`config.mk`:
```
export PLATFORM = sky130hd
export DESIGN_NAME = hazard_detector
export DESIGN_NICKNAME = d
export VERILOG_FILES = /design/src/rtl/hazard_detector.sv
export SDC_FILE = /design/constraint.sdc
export NUM_CORES = 1
export LEC_CHECK = 0
export ABC_AREA = 1
export BUFFER_PORTS_ARGS = -buffer_cell sky130_fd_sc_hd__buf_2
export CAP_MARGIN = 20
export CORE_ASPECT_RATIO = 0.5
export CORE_MARGIN = 2
export CORE_UTILIZATION = 50
export CTS_BUF_LIST = sky130_fd_sc_hd__clkbuf_8
export DETAILED_ROUTE_END_ITERATION = 16
export PLACE_DENSITY = 0.81
export SLEW_MARGIN = 10
export SYNTH_ARGS = -nofsm -noshare
export SYNTH_HDL_FRONTEND = slang
export SYNTH_SLANG_ARGS = --single-unit
```
`constraint.sdc`:
```
create_clock -name clk -period 1.5 [get_ports clk]
set_clock_uncertainty 0.2 [all_clocks]
set_input_delay 0.3 -clock clk [delete_from_list [all_inputs] [get_ports clk]]
set_output_delay 0.3 -clock clk [all_outputs]
set_load 0.02 [all_outputs]
```
`src/rtl/hazard_detector.sv`:
```
// Pipeline hazard flag generator: scoreboard, MDU busy, branch tracking, stall count.
// Optional HAZ_WB_WRITETHRU_EN: WB stage excluded from operand matching.
module hazard_detector #(
  parameter int MDU_LAT = 4
) (
  input  logic       clk,
  input  logic       rst,
  input  logic       id_valid,
  input  logic [4:0] id_rs1,
  input  logic [4:0] id_rs2,
  input  logic [4:0] id_rd,
  input  logic       id_wr,
  input  logic       id_is_load,
  input  logic       id_is_branch,
  input  logic       id_pred_taken,
  input  logic       id_uses_mdu,
  input  logic       ex_br_resolved,
  input  logic       ex_br_taken,
  input  logic       pc_freeze,
  input  logic       do_flush,
  output logic       data,
  output logic       str,
  output logic       ctrl,
  output logic       branch,
  output logic       fwrd,
  output logic       crct,
  output logic [7:0] stall_cnt
);

  typedef struct packed {
    logic       v;
    logic [4:0] rd;
    logic       wr;
    logic       ld;
  } sb_t;

  localparam logic [3:0] MDU_LOAD = 4'(MDU_LAT - 1);

  sb_t        ex_q, mem_q, wb_q, id_e;
  logic [3:0] mdu_cnt;
  logic       br_pend, br_pred;
  logic       issue;
  logic       ex_hit, mem_hit, any_hit;
  logic       br_done;

  function automatic logic hit(sb_t e, logic [4:0] r1, logic [4:0] r2);
    return e.v & e.wr & (e.rd != 5'd0) & ((e.rd == r1) | (e.rd == r2));
  endfunction

  assign issue   = id_valid & ~pc_freeze & ~do_flush;
  assign id_e    = '{v: 1'b1, rd: id_rd, wr: id_wr, ld: id_is_load};
  assign ex_hit  = hit(ex_q, id_rs1, id_rs2);
  assign mem_hit = hit(mem_q, id_rs1, id_rs2);
  assign br_done = ex_br_resolved & br_pend;

`ifdef HAZ_WB_WRITETHRU_EN
  // Register file writes through, so WB results are already visible.
  assign any_hit = ex_hit | mem_hit;
`else
  assign any_hit = ex_hit | mem_hit | hit(wb_q, id_rs1, id_rs2);
`endif

  always_ff @(posedge clk or posedge rst) begin
    if (rst) begin
      ex_q      <= '0;
      mem_q     <= '0;
      wb_q      <= '0;
      mdu_cnt   <= '0;
      br_pend   <= 1'b0;
      br_pred   <= 1'b0;
      stall_cnt <= '0;
      data      <= 1'b0;
      fwrd      <= 1'b0;
      str       <= 1'b0;
      ctrl      <= 1'b0;
      branch    <= 1'b0;
      crct      <= 1'b0;
    end else begin
      ex_q  <= issue ? id_e : '0;
      mem_q <= do_flush ? '0 : ex_q;
      wb_q  <= mem_q;

      if (issue & id_uses_mdu) begin
        mdu_cnt <= MDU_LOAD;
      end else if (mdu_cnt != 4'd0) begin
        mdu_cnt <= mdu_cnt - 4'd1;
      end

      if (issue & id_is_branch) begin
        br_pend <= 1'b1;
        br_pred <= id_pred_taken;
      end else if (br_done | do_flush) begin
        br_pend <= 1'b0;
      end

      if (pc_freeze & (stall_cnt != 8'hff)) begin
        stall_cnt <= stall_cnt + 8'd1;
      end

      data   <= id_valid & any_hit;
      // A load still in EX cannot forward yet.
      fwrd   <= id_valid & any_hit & ~(ex_hit & ex_q.ld);
      str    <= id_valid & id_uses_mdu & (mdu_cnt != 4'd0);
      ctrl   <= br_pend;
      branch <= br_done;
      crct   <= br_done & (ex_br_taken == br_pred);
    end
  end

endmodule

```
# --- Yosys cells after proc, flatten, opt, wreduce, memory -nomap -nowiden ---
# Index checks and enable logic that the tools add are counted.
op_classes:
  n_addsub: 2
  eq_ne: 8
  mux: 6
  bitwise: 30
  reduce_logical: 6
op_table:
  columns: ["cell", "count"]
  rows:
  - ["equality test 5 bit", 6]
  - ["AND 1 bit", 21]
  - ["2-to-1 mux 8 bit", 2]
  - ["nonzero test 5 bit", 3]
  - ["adder 8 x 1 -> 8 bit (second input constant)", 1]
  - ["2-to-1 mux 4 bit", 2]
  - ["!= test 8 bit (second input constant)", 1]
  - ["OR 1 bit", 6]
  - ["nonzero test 2 bit", 2]
  - ["nonzero test 4 bit", 1]
  - ["subtractor 4 x 1 -> 4 bit (second input constant)", 1]
  - ["inverter 1 bit", 3]
  - ["2-to-1 mux 1 bit", 2]
  - ["equality test 1 bit", 1]
word_totals:
  register_bits: 42
  elab_cells: 72
  inputBits: 27
  out_inout_bits: 14

# --- Depth between registers and ports, before layout ---
# Gate-level depths: netlist of the first run.
depth:
  depth_word: 7
  mapped_depth: 10
  mapped_depth_nobuf: 10

# --- Least setup slack after synthesis of the first run ---
# OpenSTA, ideal clock, no wires.
synth_timing:
  kind: "register -> register"
  start: "register stall_cnt[0]"
  end: "register stall_cnt[2]"
  required_time_ps: 1225
  arrival_time_ps: 1435
  period_less_slack_ps: 1710
  n_path_buf: 0
  path_slack_ps: -210
  path_stages_with_launch: 7
  setup_time_ps: 75
  cell_sequence: "dfrtp_1 ha_1 nand3_2 o31ai_4 inv_4 nand2_2 xor2_2"
synth_via:
  elab_chain_len: 2
  elab_cells_between_ends: 3
  classes_between: "add/sub: 1; eq/ne: 1; bitwise: 1"
synth_rtl:
  columns: ["item", "line", "rtl"]
  rows:
  - ["start: declaration", "27", "output logic [7:0] stall_cnt"]
  - ["start signal: assignment", "97", "stall_cnt <= stall_cnt + 8'd1;"]
  - ["branches (longest 2 deep; another with adder 8 x 1 -> 8 bit)", null, null]
# Several ways; the timed one is not identified.
# A chain may end at the register's enable or synchronous reset.

# --- Worst setup path after layout of the first run ---
layout_timing:
  start: "register stall_cnt[1]"
  end: "register stall_cnt[3]"
# The elaborated chain is that of the path after synthesis.

==> results of run 1 <==
==> critical path, delay by kind of cell, from the launching register on <==
| kind | cells | cell delay (ns) |
|---|---|---|
| DFF | 1 | 0.42 |
| AOI/OAI and AO/OA | 1 | 0.27 |
| and+or+nand+nor | 2 | 0.18 |
| adders and majority gates | 1 | 0.16 |
| buffers and inverters | 1 | 0.13 |
| xor gates and xnor gates | 1 | 0.10 |
==> per-layer routing <==
| layer | vias up | global-route usage (%) | routed length [um] |
|---|---|---|---|
| li1 | 950 | - | - |
| met1 | 842 | 23.8 | 1960 |
| met2 | 36 | 35.9 | 2400 |
| met3 | 9 | 5.99 | 132 |
| met4 | 0 | 6.81 | 48 |
| met5 | - | 0 | 0 |
==> cell families after synthesis <==
family | share of synthesized area [%]
multiplexers | 0.524
XOR/XNOR | 7.28
flip-flops | 49.0
buffers and inverters | 9.79
AND/OR/NAND/NOR | 30.1
AO/OA/AOI/OAI | 2.16
adder cells (fa/ha/maj) | 1.17
==> state kept, by name (all words and copies together), names as in the netlist <==
| register | count |
|---|---|
| stall_cnt | 8 |
| branch | 1 |
| data | 1 |
| str | 1 |
| wb_q | 7 |
| br_pend | 1 |
| fwrd | 1 |
| mem_q | 7 |
| crct | 1 |
| ctrl | 1 |
| ex_q | 8 |
| mdu_cnt | 4 |
| br_pred | 1 |
==> power by group through the flow <==
stage | clock network (mW) | registers [mW] | logic [mW]
floorplan | 0 | 1.60 | 0.530
global placement | 0 | 1.47 | 0.972
detailed placement | 0 | 1.49 | 1.01
CTS | 0.876 | 1.46 | 1.10
global route | 0.927 | 1.50 | 1.36
finish | 0.855 | 1.47 | 1.23
==> what timing repair did <==
| action | in CTS | in global routing |
|---|---|---|
| pin swaps | 1 | 6 |
| setup buffers | 3 | 1 |
| endpoints found under the setup margin | 11 | 17 |
| resized for setup | 3 | 20 |
| endpoints found under the hold margin | 9 | 0 |
| hold buffers | 4 | 0 |
==> area by class of cell <==
class | instances | area share, %
timing repair buffer | 58 | 13.6
multi-input combinational | 181 | 34.7
inverter | 54 | 7.40
tap | 54 | 2.44
sequential | 42 | 38.0
clock buffer | 5 | 2.48
clock inverter | 3 | 1.35
==> stage by stage <==
step | TNS, ns | setup WS, ns | power [mW] | area [um^2]
floorplan | -0.714 | -0.112 | 2.13 | 2170
global placement | 0 | 0.0138 | 2.44 | 2520
detailed placement | -0.159 | -0.0516 | 2.50 | 2520
CTS | -0.0375 | -0.0282 | 3.43 | 2700
global route | -0.668 | -0.0883 | 3.79 | 2770
finish | -0.150 | -0.0406 | 3.56 | 2770
==> cells in the mapped netlist, types with 3 or more instances <==
library cell,instances,area (um^2)
nand2_2,4,25.0
nand3_1,16,80.1
inv_1,42,158
dfrtp_1,42,1050
nor2_1,37,139
nand2_1,90,338
xnor2_1,11,96.3
nor3_1,4,20.0
xor2_1,5,43.8
inv_2,8,30.0
clkinv_1,3,11.3
==> worst min-delay path by stage <==
| stage | endpoint | slack (ns) | depth (start not counted) |
|---|---|---|---|
| after floorplan | wb_q[7] | 0.15 | 0 |
| after global routing | ex_q[3] | 0.002 | 3 |
| after detailed placement | stall_cnt[6] | 0.07 | 2 |
| after CTS | ex_q[0] | 0.002 | 3 |
| final | ex_q[0] | 0.008 | 3 |
| after global placement | stall_cnt[6] | 0.06 | 2 |
==> metrics.md, run 1 <==
| Metric | Value |
|---|---|
| Cell count after synthesis | `278` |
| Final hold vios | `0` |
| Max IR drop VDD | `1.39 mV` |
| Pint | `2.35 mW` |
| Net Sw Frac | `33.9%` |
| Grt total ovfl | `0` |
| Most frequent cells in the layout | `nand2_1 (87), inv_1 (42), dfrtp_1 (39), buf_2 (38), nor2_1 (35)` |
| Total Nets Final | `371` |
| Share of layout cells above drive strength 1 | `27.7%` |
| DRC Markers | `0` |
| First-pass GRT wire length | `7660 um` |
| Clock Path Buffers | `2` |
| Arrival time at the worst endpoint | `1.55 ns` |
| Crit path max fanout | `8` |
| FF+latch area | `0.00105 mm^2` |
| Multi-input gate area | `961 um^2` |
| Fin Hold WS | `0.00796 ns` |
| Hold wc startpoint | `id_is_load` |
| Final GP Congestion | `0.840` |
| Logic pwr share | `34.6%` |
| Flop pwr share | `41.4%` |
| DPL Wire Length | `3380 um` |
| Most common cell after layout, fill and taps aside | `nand2_1` |
| Fill cell count | `316` |
| Root buf cell | `clkbuf_8` |
| Number of buffers created by CTS | `5` |
| Detail Route Antenna Nets | `0` |
| Failing checks | `setup timing` |
| Worst path max stage delay | `0.42 ns` |
| P_sw | `1.20 mW` |
| Worst hold path class | `primary input to flip-flop` |
| Layout Cells excl Fill | `397` |
| Max-slew headroom | `77.8%` |
| Skew-Pair Late Insertion Delay | `0.29 ns` |
| Asr flop ratio synth | `100%` |
| Initial DRT Pass Iterations | `4` |
| Die width | `96.7 um` |
| Io pins | `41` |
| Worst Path Required | `1.51 ns` |
| Slew @ Worst Pin | `0.332 ns` |
| Fmax | `0.649 GHz` |
| Setup crit end kind | `flip-flop` |
| Synth-to-layout area growth | `29.1%` |
| Leakage | `1.57 nW` |
| Area of the mapped netlist | `0.00215 mm^2` |
| CP max stage cell | `dfrtp_2` |
| Critical path type | `flip-flop to flip-flop` |
| Status | `finished with violations` |
| Final setup margin | `-0.0406 ns` |
| Max cap viols | `0` |
| Inst Count DP | `381` |
| PwrDens | `1280 mW/mm^2` |
| Vias in the first global route | `1755` |
| Die Footprint | `0.00487 mm^2` |
| RSZ-0062 raised after global routing | `true` |
| Final Util | `69.3%` |
| Final Setup Violations | `6` |
| Routed WL | `4530 um` |
| Final critical-path required period | `1.54 ns` |
| Initial antenna violation count | `0` |
| R2R setup slack | `-0.04 ns` |
| Final max-slew violation count | `0` |
| GRT Util Overall | `20.1%` |
| Critical R2R Capture | `stall_cnt[3]` |
| H-tree levels | `2` |
| # clock sinks | `42` |
| Crit-path cells | `ha_4 -> nand3_4 -> o31ai_4 -> inv_4 -> nand2_4 -> xnor2_2` |
| Clock power share | `24.0%` |
| CTS tree | `yes` |
| Placeable Area | `0.00400 mm^2` |
| Worst-path clk slew | `0.08 ns` |
| Critical path destination | `stall_cnt[3]` |
| Worst-case reg-to-reg path depth | `6` |
| Period utilisation layout | `103%` |
| Yosys Warn Count | `0` |
| Row cnt | `16` |
| Via Count | `1837` |
| Sequential share of the synthesized area | `49.0%` |
| Setup crit start | `stall_cnt[1]` |
| Main flop type after synthesis | `dfrtp_1` |
| Largest net degree at the start of global routing | `37` |
| Initial core utilization | `53.6%` |
| Chip height | `50.3 um` |
| Vias per inst | `4.63` |
| Reg2Reg Launch Point | `stall_cnt[1]` |
| Antenna diodes | `0` |
| Net count after synthesis | `307` |
| Critical Path Source Type | `flip-flop` |
| Post-synth EDFFs | `0` |
| Unique masters post-synth | `25` |
| IO buf count | `40` |
| WL/cell | `11.4 um` |
| Synth Area per Inst | `7.72 um^2` |
| Iteration-0 DRC Markers | `94` |
| #FFs+latches synth | `42` |
Power figures use the tool's default switching activity.
==> run 2, diff against run 1 <==
--- a/config.mk
+++ b/config.mk
@@ -9,7 +9,7 @@
 export BUFFER_PORTS_ARGS = -buffer_cell sky130_fd_sc_hd__buf_2
 export CAP_MARGIN = 20
 export CORE_ASPECT_RATIO = 0.5
-export CORE_MARGIN = 2
+export CORE_MARGIN = 8
 export CORE_UTILIZATION = 50
 export CTS_BUF_LIST = sky130_fd_sc_hd__clkbuf_8
 export DETAILED_ROUTE_END_ITERATION = 16
@@ -18,3 +18,4 @@
 export SYNTH_ARGS = -nofsm -noshare
 export SYNTH_HDL_FRONTEND = slang
 export SYNTH_SLANG_ARGS = --single-unit
+export TNS_END_PERCENT = 100
==> constraint.sdc (replaced) <==
create_clock -name clk -period 1.5 [get_ports clk]
set_clock_uncertainty 0.2 [all_clocks]
set_input_delay 0.3 -clock clk [delete_from_list [all_inputs] [get_ports clk]]
set_output_delay 0.3 -clock clk [all_outputs]
set_load 0.05 [all_outputs]
==> run 2 against run 1 <==
Effect of this change: highest routed layer unchanged; global-route usage decreased by 4.5 points; maximum frequency about the same; critical endpoint is now stall_cnt[6]; clock-buffer cell count grew 1; the flow still finishes with violations (setup timing); hold slack improved by 0.0028 ns; routed wire length increased by 18%; utilization is 3.5 points higher; clock power is 9.6% lower; largest power group is now combinational cells; critical path depth did not move.
==> metrics.md, run 2 (synthesized netlist as in run 1, its figures left out) <==
| Metric | Value |
|---|---|
| Status | `finished with violations` |
| Failing checks | `setup timing` |
| Setup crit end kind | `flip-flop` |
| Fin Hold WS | `0.0108 ns` |
| Vias in the first global route | `1975` |
| Chip height | `62.3 um` |
| Worst-path clk slew | `0.09 ns` |
| Routed WL | `5350 um` |
| Worst Hold End | `ex_q[3]` |
| Max cap viols | `0` |
| R2R setup slack | `-0.04 ns` |
| Final Setup Violations | `7` |
| Leakage | `1.59 nW` |
| Initial DRT Pass Iterations | `5` |
| GRT Util Overall | `15.6%` |
| Arrival time at the worst endpoint | `1.56 ns` |
| Critical Path Source Type | `flip-flop` |
| Antenna diodes | `0` |
| Multi-input gate area | `962 um^2` |
| Clock Path Buffers | `2` |
| DPL Wire Length | `3730 um` |
| Worst-case reg-to-reg path depth | `6` |
| Hold wc startpoint | `id_rd[1]` |
| Iteration-0 DRC Markers | `79` |
| Max IR drop VDD | `1.68 mV` |
| Share of layout cells above drive strength 1 | `33.4%` |
| Grt total ovfl | `0` |
| RSZ-0062 raised after global routing | `true` |
| Final Util | `72.8%` |
| Row cnt | `16` |
| Total chip power | `3.81 mW` |
| Final hold vios | `0` |
| Final GP Congestion | `0.878` |
| Critical R2R Capture | `stall_cnt[6]` |
| Period utilisation layout | `103%` |
| Initial core utilization | `53.6%` |
| Worst path max stage delay | `0.41 ns` |
| Fmax | `0.649 GHz` |
| Total Nets Final | `381` |
| Worst Path Required | `1.52 ns` |
| Initial antenna violation count | `0` |
| Most common cell after layout, fill and taps aside | `nand2_1` |
| Synth-to-layout area growth | `35.7%` |
| H-tree levels | `2` |
| Io pins | `41` |
| IO buf count | `40` |
| Die width | `109 um` |
| CTS tree | `yes` |
| Largest net degree at the start of global routing | `43` |
| FF+latch area | `0.00106 mm^2` |
| Detail Route Antenna Nets | `0` |
| Placed inst area | `0.00254 mm^2` |
| Max-slew headroom | `79.3%` |
| DRC Markers | `0` |
| Critical path type | `flip-flop to flip-flop` |
| PwrDens | `1310 mW/mm^2` |
| First-pass GRT wire length | `8550 um` |
| Die Footprint | `0.00677 mm^2` |
| Skew-Pair Late Insertion Delay | `0.30 ns` |
| Top Registers | `ex_q: 8 flops, stall_cnt: 8 flops` |
| Slew @ Worst Pin | `0.310 ns` |
| Worst Hold Depth | `3` |
| Crit-path cells | `ha_4 -> nand3_4 -> o31ai_4 -> inv_4 -> nand2_2 -> xnor2_1` |
| Finished Cell Area | `0.00291 mm^2` |
| CP max stage cell | `dfrtp_2` |
| Fill cell count | `291` |
| Worst hold path class | `primary input to flip-flop` |
| Setup TNS | `-0.136 ns` |
| WL/cell | `13.1 um` |
| # clock sinks | `42` |
| Via Count | `1934` |
| Number of buffers created by CTS | `5` |
| Crit path max fanout | `8` |
| Vias per inst | `4.75` |
| Most frequent cells in the layout | `nand2_1 (86), inv_1 (38), nor2_1 (33), dfrtp_1 (32), buf_2 (32)` |
| Final max-slew violation count | `0` |
| Root buf cell | `clkbuf_8` |
| Placeable Area | `0.00400 mm^2` |
| Final critical-path required period | `1.54 ns` |
| Reg2Reg Launch Point | `stall_cnt[0]` |
| Final setup margin | `-0.0404 ns` |
run 2: stage by stage:
stage	setup slack (ns)	instances
4_1_cts	-0.0427	400
3_3_place_gp	0.00876	383
6_report	-0.0404	407
2_1_floorplan	-0.246	278
5_1_grt	-0.114	407
3_5_place_dp	-0.0562	383
run 2: where the power goes:
group | switching [mW] | total (mW) | leakage, nW | internal (mW)
sequential | 0.175 | 1.49 | 0.547 | 1.31
clock | 0.402 | 0.773 | 0.0472 | 0.370
combinational | 0.883 | 1.55 | 0.999 | 0.663
total | 1.46 | 3.81 | 1.59 | 2.35
run 2: worst max-delay path: cells and delay by family (launching register included):
kind / cells / cell delay (ns)
buf+inv: 1 / 0.10
compound gates: 1 / 0.29
simple gates: 2 / 0.19
xor+xnor: 1 / 0.11
fa+ha+maj: 1 / 0.16
flops: 1 / 0.41
run 2: routing by layer:
layer	global-route usage, %	share of wire (%)	vias to the layer above	wire length [um]
met1	17.0	38	904	2010
met4	6.77	1.7	0	93
met3	4.22	4.3	10	232
met5	0	0	-	0
li1	-	-	970	-
met2	27.8	56	50	3010
run 2: area by class of cell:
type                       count  area share (%)
clock buffer                   6            2.83
inverter                      54            7.13
timing repair buffer          68            17.8
tap                           54            2.32
sequential                    42            36.5
multi-input combinational    181            33.0
clock inverter                 2           0.429
run 2: worst max-delay path by stage:
stage / start / endpoint / slack (ns) / depth (start not counted)
6_report: stall_cnt[0] / stall_cnt[6] / -0.04 / 6
5_1_grt: stall_cnt[0] / stall_cnt[2] / -0.11 / 6
4_1_cts: stall_cnt[0] / stall_cnt[0] / -0.04 / 2
3_5_place_dp: stall_cnt[0] / stall_cnt[7] / -0.06 / 7
3_3_place_gp: stall_cnt[0] / stall_cnt[7] / 0.009 / 7
2_1_floorplan: stall_cnt[0] / stall_cnt[2] / -0.25 / 6
run 2: timing repair:
item | 4_1_cts | 5_1_grt
setup endpoints to repair | 13 | 23
buffers inserted | 3 | 7
gates resized for setup | 16 | 35
hold endpoints to repair | 47 | 0
pin swaps | 1 | 25
hold buffers | 6 | 0
